File: src/rtl/dlx_hex_pkg.sv
// dlx_hex_pkg: shared constants and scan-state encoding for the hex display path
package dlx_hex_pkg;
   localparam int NUM_DIGITS = 8;
   localparam logic [6:0] SEG_BLANK = 7'b1111111;
   localparam logic [6:0] SEG_ZERO  = 7'b1000000;
   typedef enum logic [1:0] {IDLE, SCAN, COMMIT} state_e;
endpackage

File: src/rtl/hex_seg_decoder.sv
// hex_seg_decoder: 4-bit nibble to active-low gfedcba segment pattern
module hex_seg_decoder (
   input  logic [3:0] nib_i,
   output logic [6:0] seg_o
);
   always_comb begin
      case (nib_i)
         4'h0: seg_o = 7'b1000000;
         4'h1: seg_o = 7'b1111001;
         4'h2: seg_o = 7'b0100100;
         4'h3: seg_o = 7'b0110000;
         4'h4: seg_o = 7'b0011001;
         4'h5: seg_o = 7'b0010010;
         4'h6: seg_o = 7'b0000010;
         4'h7: seg_o = 7'b1111000;
         4'h8: seg_o = 7'b0000000;
         4'h9: seg_o = 7'b0011000;
         4'hA: seg_o = 7'b0001000;
         4'hB: seg_o = 7'b0000011;
         4'hC: seg_o = 7'b1000110;
         4'hD: seg_o = 7'b0100001;
         4'hE: seg_o = 7'b0000110;
         default: seg_o = 7'b0001110;
      endcase
   end
endmodule

File: src/rtl/gpio_hex_display.sv
// gpio_hex_display: scans a GPIO word through one shared decoder into shadow digits,
// then commits all eight digits in a single clock so no mixed old/new value is shown.
module gpio_hex_display
   import dlx_hex_pkg::*;
#(
   parameter int DATA_WIDTH    = 32,
   parameter int OVR_CNT_WIDTH = 8
) (
   input  logic                     clk,
   input  logic                     rst,
   input  logic [DATA_WIDTH-1:0]    gpio_o,
   input  logic                     we_gpio,
   input  logic                     blank_lz,
   output logic [6:0]               hex0,
   output logic [6:0]               hex1,
   output logic [6:0]               hex2,
   output logic [6:0]               hex3,
   output logic [6:0]               hex4,
   output logic [6:0]               hex5,
   output logic [6:0]               hex6,
   output logic [6:0]               hex7,
   output logic                     busy,
   output logic                     upd_done,
   output logic [OVR_CNT_WIDTH-1:0] ovr_cnt
);
   state_e                     state_q, state_d;
   logic [2:0]                 idx_q, idx_d;
   logic                       nz_q, nz_d, lz_q, lz_d, pend_lz_q, pend_lz_d;
   logic                       pend_v_q, pend_v_d, upd_q, upd_d;
   logic [DATA_WIDTH-1:0]      data_q, data_d, pend_q, pend_d, ld_data;
   logic [NUM_DIGITS-1:0][6:0] shadow_q, shadow_d, hex_q, hex_d;
   logic [OVR_CNT_WIDTH-1:0]   ovr_q, ovr_d;
   logic [3:0]                 nib;
   logic [6:0]                 seg;
   logic                       ld, ld_lz, ovr_inc;

   assign nib = data_q[{idx_q, 2'b00} +: 4];

   hex_seg_decoder u_dec (.nib_i(nib), .seg_o(seg));

   always_comb begin
      state_d  = state_q;
      idx_d    = idx_q;
      nz_d     = nz_q;
      lz_d     = lz_q;
      data_d   = data_q;
      pend_d   = pend_q;
      pend_lz_d = pend_lz_q;
      pend_v_d = pend_v_q;
      shadow_d = shadow_q;
      hex_d    = hex_q;
      upd_d    = 1'b0;
      ld       = 1'b0;
      ld_data  = gpio_o;
      ld_lz    = blank_lz;
      ovr_inc  = 1'b0;
      case (state_q)
         IDLE: ld = we_gpio;
         SCAN: begin
            // leading zeros stay blank until the first nonzero nibble; digit 0 always shows
            shadow_d[idx_q] = (lz_q && !nz_q && nib == 4'h0 && idx_q != 3'd0) ? SEG_BLANK : seg;
            nz_d  = nz_q | (nib != 4'h0);
            idx_d = idx_q - 3'd1;
            state_d = (idx_q == 3'd0) ? COMMIT : SCAN;
            if (we_gpio) begin
               pend_d    = gpio_o;
               pend_lz_d = blank_lz;
               pend_v_d  = 1'b1;
               ovr_inc   = pend_v_q;
            end
         end
         COMMIT: begin
            hex_d = shadow_q;
            upd_d = 1'b1;
            pend_v_d = 1'b0;
            // a fresh write beats the held one; the held one is counted as lost
            ld       = we_gpio | pend_v_q;
            ld_data  = we_gpio ? gpio_o : pend_q;
            ld_lz    = we_gpio ? blank_lz : pend_lz_q;
            ovr_inc  = we_gpio & pend_v_q;
            state_d  = IDLE;
         end
         default: state_d = IDLE;
      endcase
      if (ld) begin
         data_d  = ld_data;
         lz_d    = ld_lz;
         idx_d   = 3'd7;
         nz_d    = 1'b0;
         state_d = SCAN;
      end
      ovr_d = (ovr_inc && !(&ovr_q)) ? ovr_q + 1'b1 : ovr_q;
   end

   always_ff @(posedge clk or posedge rst) begin
      if (rst) begin
         state_q   <= IDLE;
         idx_q     <= 3'd0;
         nz_q      <= 1'b0;
         lz_q      <= 1'b0;
         data_q    <= '0;
         pend_q    <= '0;
         pend_lz_q <= 1'b0;
         pend_v_q  <= 1'b0;
         shadow_q  <= {NUM_DIGITS{SEG_ZERO}};
         hex_q     <= {NUM_DIGITS{SEG_ZERO}};
         upd_q     <= 1'b0;
         ovr_q     <= '0;
      end else begin
         state_q   <= state_d;
         idx_q     <= idx_d;
         nz_q      <= nz_d;
         lz_q      <= lz_d;
         data_q    <= data_d;
         pend_q    <= pend_d;
         pend_lz_q <= pend_lz_d;
         pend_v_q  <= pend_v_d;
         shadow_q  <= shadow_d;
         hex_q     <= hex_d;
         upd_q     <= upd_d;
         ovr_q     <= ovr_d;
      end
   end

   assign {hex7, hex6, hex5, hex4, hex3, hex2, hex1, hex0} = hex_q;
   assign busy     = (state_q != IDLE) || pend_v_q;
   assign upd_done = upd_q;
   assign ovr_cnt  = ovr_q;
endmodule

File: config.mk
export PLATFORM = sky130hd
export DESIGN_NAME = gpio_hex_display
export DESIGN_NICKNAME = d
export VERILOG_FILES = /design/src/rtl/dlx_hex_pkg.sv /design/src/rtl/hex_seg_decoder.sv /design/src/rtl/gpio_hex_display.sv
export SDC_FILE = /design/constraint.sdc
export NUM_CORES = 1
export LEC_CHECK = 0
export BUFFER_PORTS_ARGS = -buffer_cell sky130_fd_sc_hd__buf_2
export CORE_MARGIN = 2
export CORE_UTILIZATION = 35
export DETAILED_ROUTE_END_ITERATION = 6
export PLACE_DENSITY_LB_ADDON = 0.05
export SETUP_SLACK_MARGIN = 0.4
export SYNTH_ARGS = -nofsm -noshare
export SYNTH_HDL_FRONTEND = slang
export SYNTH_SLANG_ARGS = --single-unit
File: constraint.sdc
create_clock -name clk -period 5.3 [get_ports clk]
set_input_delay 0 -clock clk [delete_from_list [all_inputs] [get_ports clk]]
set_output_delay 0 -clock clk [all_outputs]
set_load 0.05 [all_outputs]
==> impl_metrics.env <==
export IMPL_clock_latency_ns=0.43
export IMPL_period_share_pct=60.4
export IMPL_drive_gt1_share_pct=33.7
export IMPL_drt_wl_total_um=17000
export IMPL_post_cts_resized=0
export IMPL_async_flop_share_pct=100
export IMPL_gr_usage_met2_pct=24.8
export IMPL_io_pins=102
export IMPL_cts_buffers=17
export IMPL_grt_pass1_wl_um=28000
export IMPL_crit_path_end_kind="flop"
export IMPL_cpPeakStageDelay_ns=0.77
export IMPL_synth_seq_area_share_pct=59.6
export IMPL_wl_per_cell_um=15.5
export IMPL_place_gp_congestion=0.743
export IMPL_yosysUniqueCellTypes=43
export IMPL_layout_cells_most_common_list="178 x dfrtp_1, 104 x nand2_1, 101 x buf_2"
export IMPL_report_final_slew_viol_count=0
export IMPL_synth_flop_cell="dfrtp_1"
export IMPL_hold_class="primary input to flop"
export IMPL_grt_pass1_vias=5180
export IMPL_die_area_sq_um=24600
export IMPL_drc=0
export IMPL_r2r_slack_ns=2.10
export IMPL_antenna_found_initial=0
export IMPL_io_buffers=101
export IMPL_maxCapViolations=0
export IMPL_grt_start_max_net_pins=195
export IMPL_met3_usage_pct=3.41
export IMPL_critPathSlowestCell="dfrtp_1"
export IMPL_cp_max_fo=14
export IMPL_cts_path_max_buffers=2
export IMPL_initial_utilization_pct=35.9
export IMPL_drtAntennaViolNets=0
export IMPL_grt_use_total_pct=14.8
export IMPL_synth_fp_nets=696
export IMPL_fmax_mhz=312
export IMPL_setup_slack_ns=2.10
export IMPL_top_usage_layer="met2"
export IMPL_rows=55
export IMPL_fin_util_pct=43.5
export IMPL_critical_path_class="flop to flop"
export IMPL_critPathRequiredTime_ns=5.59
export IMPL_whs_ns=0.350
export IMPL_dp_slack_ns=2.07
export IMPL_status="finished, final reports clean"
export IMPL_fin_tns_setup_ns=0
export IMPL_drtIter0Drc=232
export IMPL_p_leak_nw=4.87
export IMPL_fin_nets=820
export IMPL_worst_pin_slew_ns=1.08
export IMPL_synth_edf_count=0
export IMPL_dp_hpwl_um=11500
export IMPL_fp_dieW_um=157
export IMPL_die_h_um=157
export IMPL_post_cts_setup_buffer_count=0
export IMPL_vias=5175
export IMPL_synthCells=649
export IMPL_max_vdd_ir_drop_mv=0.322
export IMPL_cts_sinks=194
export IMPL_skew_ns=0.0142
export IMPL_cts_max_level=4
export IMPL_setup_viol=0
export IMPL_core_region_area_sq_um=22800
export IMPL_dr_pass1_iters=4
export IMPL_start_kind="flop"
export IMPL_grtUsageMet1_pct=19.4
export IMPL_clk_root_buffer_cell="clkbuf_16"
export IMPL_n_antenna_cell=0
export IMPL_areaGrowthSynthToFinish_pct=21.1
export IMPL_layout_commonest_cell="dfrtp_1"
export IMPL_rsz0062_at_grt="false"
export IMPL_arrival_ns=3.49
export IMPL_yosysWarningCount=0
export IMPL_grt_ovfl_total=0
export IMPL_slew_headroom_pct=27.8
export IMPL_period_needed_ns=3.20
export IMPL_hold_violations=0
export IMPL_syn_cell_area_sq_um=8180
export IMPL_cts_tree="done"
export IMPL_syn_area_per_cell_sq_um=12.6
export IMPL_detail_route_vias_per_cell=4.71
export IMPL_p_total_w=0.00625
export IMPL_path_clk_slew_ns=0.07
export IMPL_crit_chain="mux4_2, mux2i_1, ha_1, mux2_1, o221ai_2, o21ai_1"
export IMPL_ys_ff_latch=194
export IMPL_p_per_area_nw_per_um2=632
sequential cells by signal, indices dropped and copies added, names as in the netlist:
register and cells:
hex0 7, idx_q 3, data_q 32, pend_q 32, nz_q 1, hex7 7, upd_done 1, hex3 7
hex4 7, shadow_q 56, hex5 7, hex1 7, ovr_cnt 8, lz_q 1, hex6 7, pend_v_q 1
hex2 7, state_q 2, pend_lz_q 1
cells in the mapped netlist (all sizes together) (4+ instances only):
cell      n  area (sq um)
a21oi     4          20.0
buf      14          77.6
clkbuf   21          78.8
dfrtp   178          4450
dfstp    16           420
ha       11           138
inv      12          45.0
mux2     94          1060
mux2i    41           452
mux4      8           180
nand2   104           390
nand2b    4          25.0
nand3     9          45.0
nor2      5          18.8
o211ai    6          45.0
o21ai    92           460
xnor2     7          61.3
layout make-up:
cell class              count  area (sq um)
clock buffers              18           429
flip-flops and latches    194          4870
clock inverters            14           143
multi-input cells         408          3120
fillers                  2151         12900
well taps                 313           392
repair buffers            140           898
inverters                  12          48.8
final timing paths:
check	startpoint	end	cells after the start
min in group asynchronous	rst	hex6[4]	4
setup reg to reg	idx_q[0]	shadow_q[17]	6
hold / removal	gpio_o[17]	pend_q[17]	3
hold reg to reg	shadow_q[13]	shadow_q[13]	2
max in group asynchronous	rst	pend_q[23]	4
setup / recovery	idx_q[0]	shadow_q[17]	6
cells by family after synthesis:
| family | count (synthesis) | share of synthesized area, % |
|---|---|---|
| adder cells (fa/ha/maj) | 11 | 1.68 |
| flip-flops | 194 | 59.6 |
| AND/OR/NAND/NOR | 132 | 6.69 |
| AO/OA/AOI/OAI | 113 | 7.85 |
| multiplexers | 143 | 20.7 |
| XOR/XNOR | 9 | 0.964 |
| buffers and inverters | 47 | 2.46 |
power by group:
group / switching (W) / internal, W
clock: 0.000614 / 0.000629
sequential: 0.000369 / 0.00207
combinational: 0.00166 / 0.000916
repair_timing:
item	in CTS	in global routing
setup endpoints to repair	0	0
hold buffers	35	0
endpoints found under the hold margin	245	0
through the flow:
step	instance area, sq um	cells
after floorplan	8180	649
after global placement	8980	1032
after detailed placement	8980	1032
after CTS	9900	1099
after global routing	9900	1099
final	9900	1099
routing by layer:
| metal | share of wire, % | up-vias |
|---|---|---|
| met5 | 0 | - |
| met4 | 0.81 | 0 |
| met3 | 3.2 | 11 |
| met2 | 50 | 88 |
| met1 | 46 | 2532 |
| li1 | - | 2544 |
critical path, delay by kind of cell, from the launching register on:
kind            cells  cell delay (ns)
flops               1             0.77
mux                 3             1.35
compound gates      2             0.57
fa+ha+maj           1             0.38
Note: power is estimated with default switching activity, not from simulation.
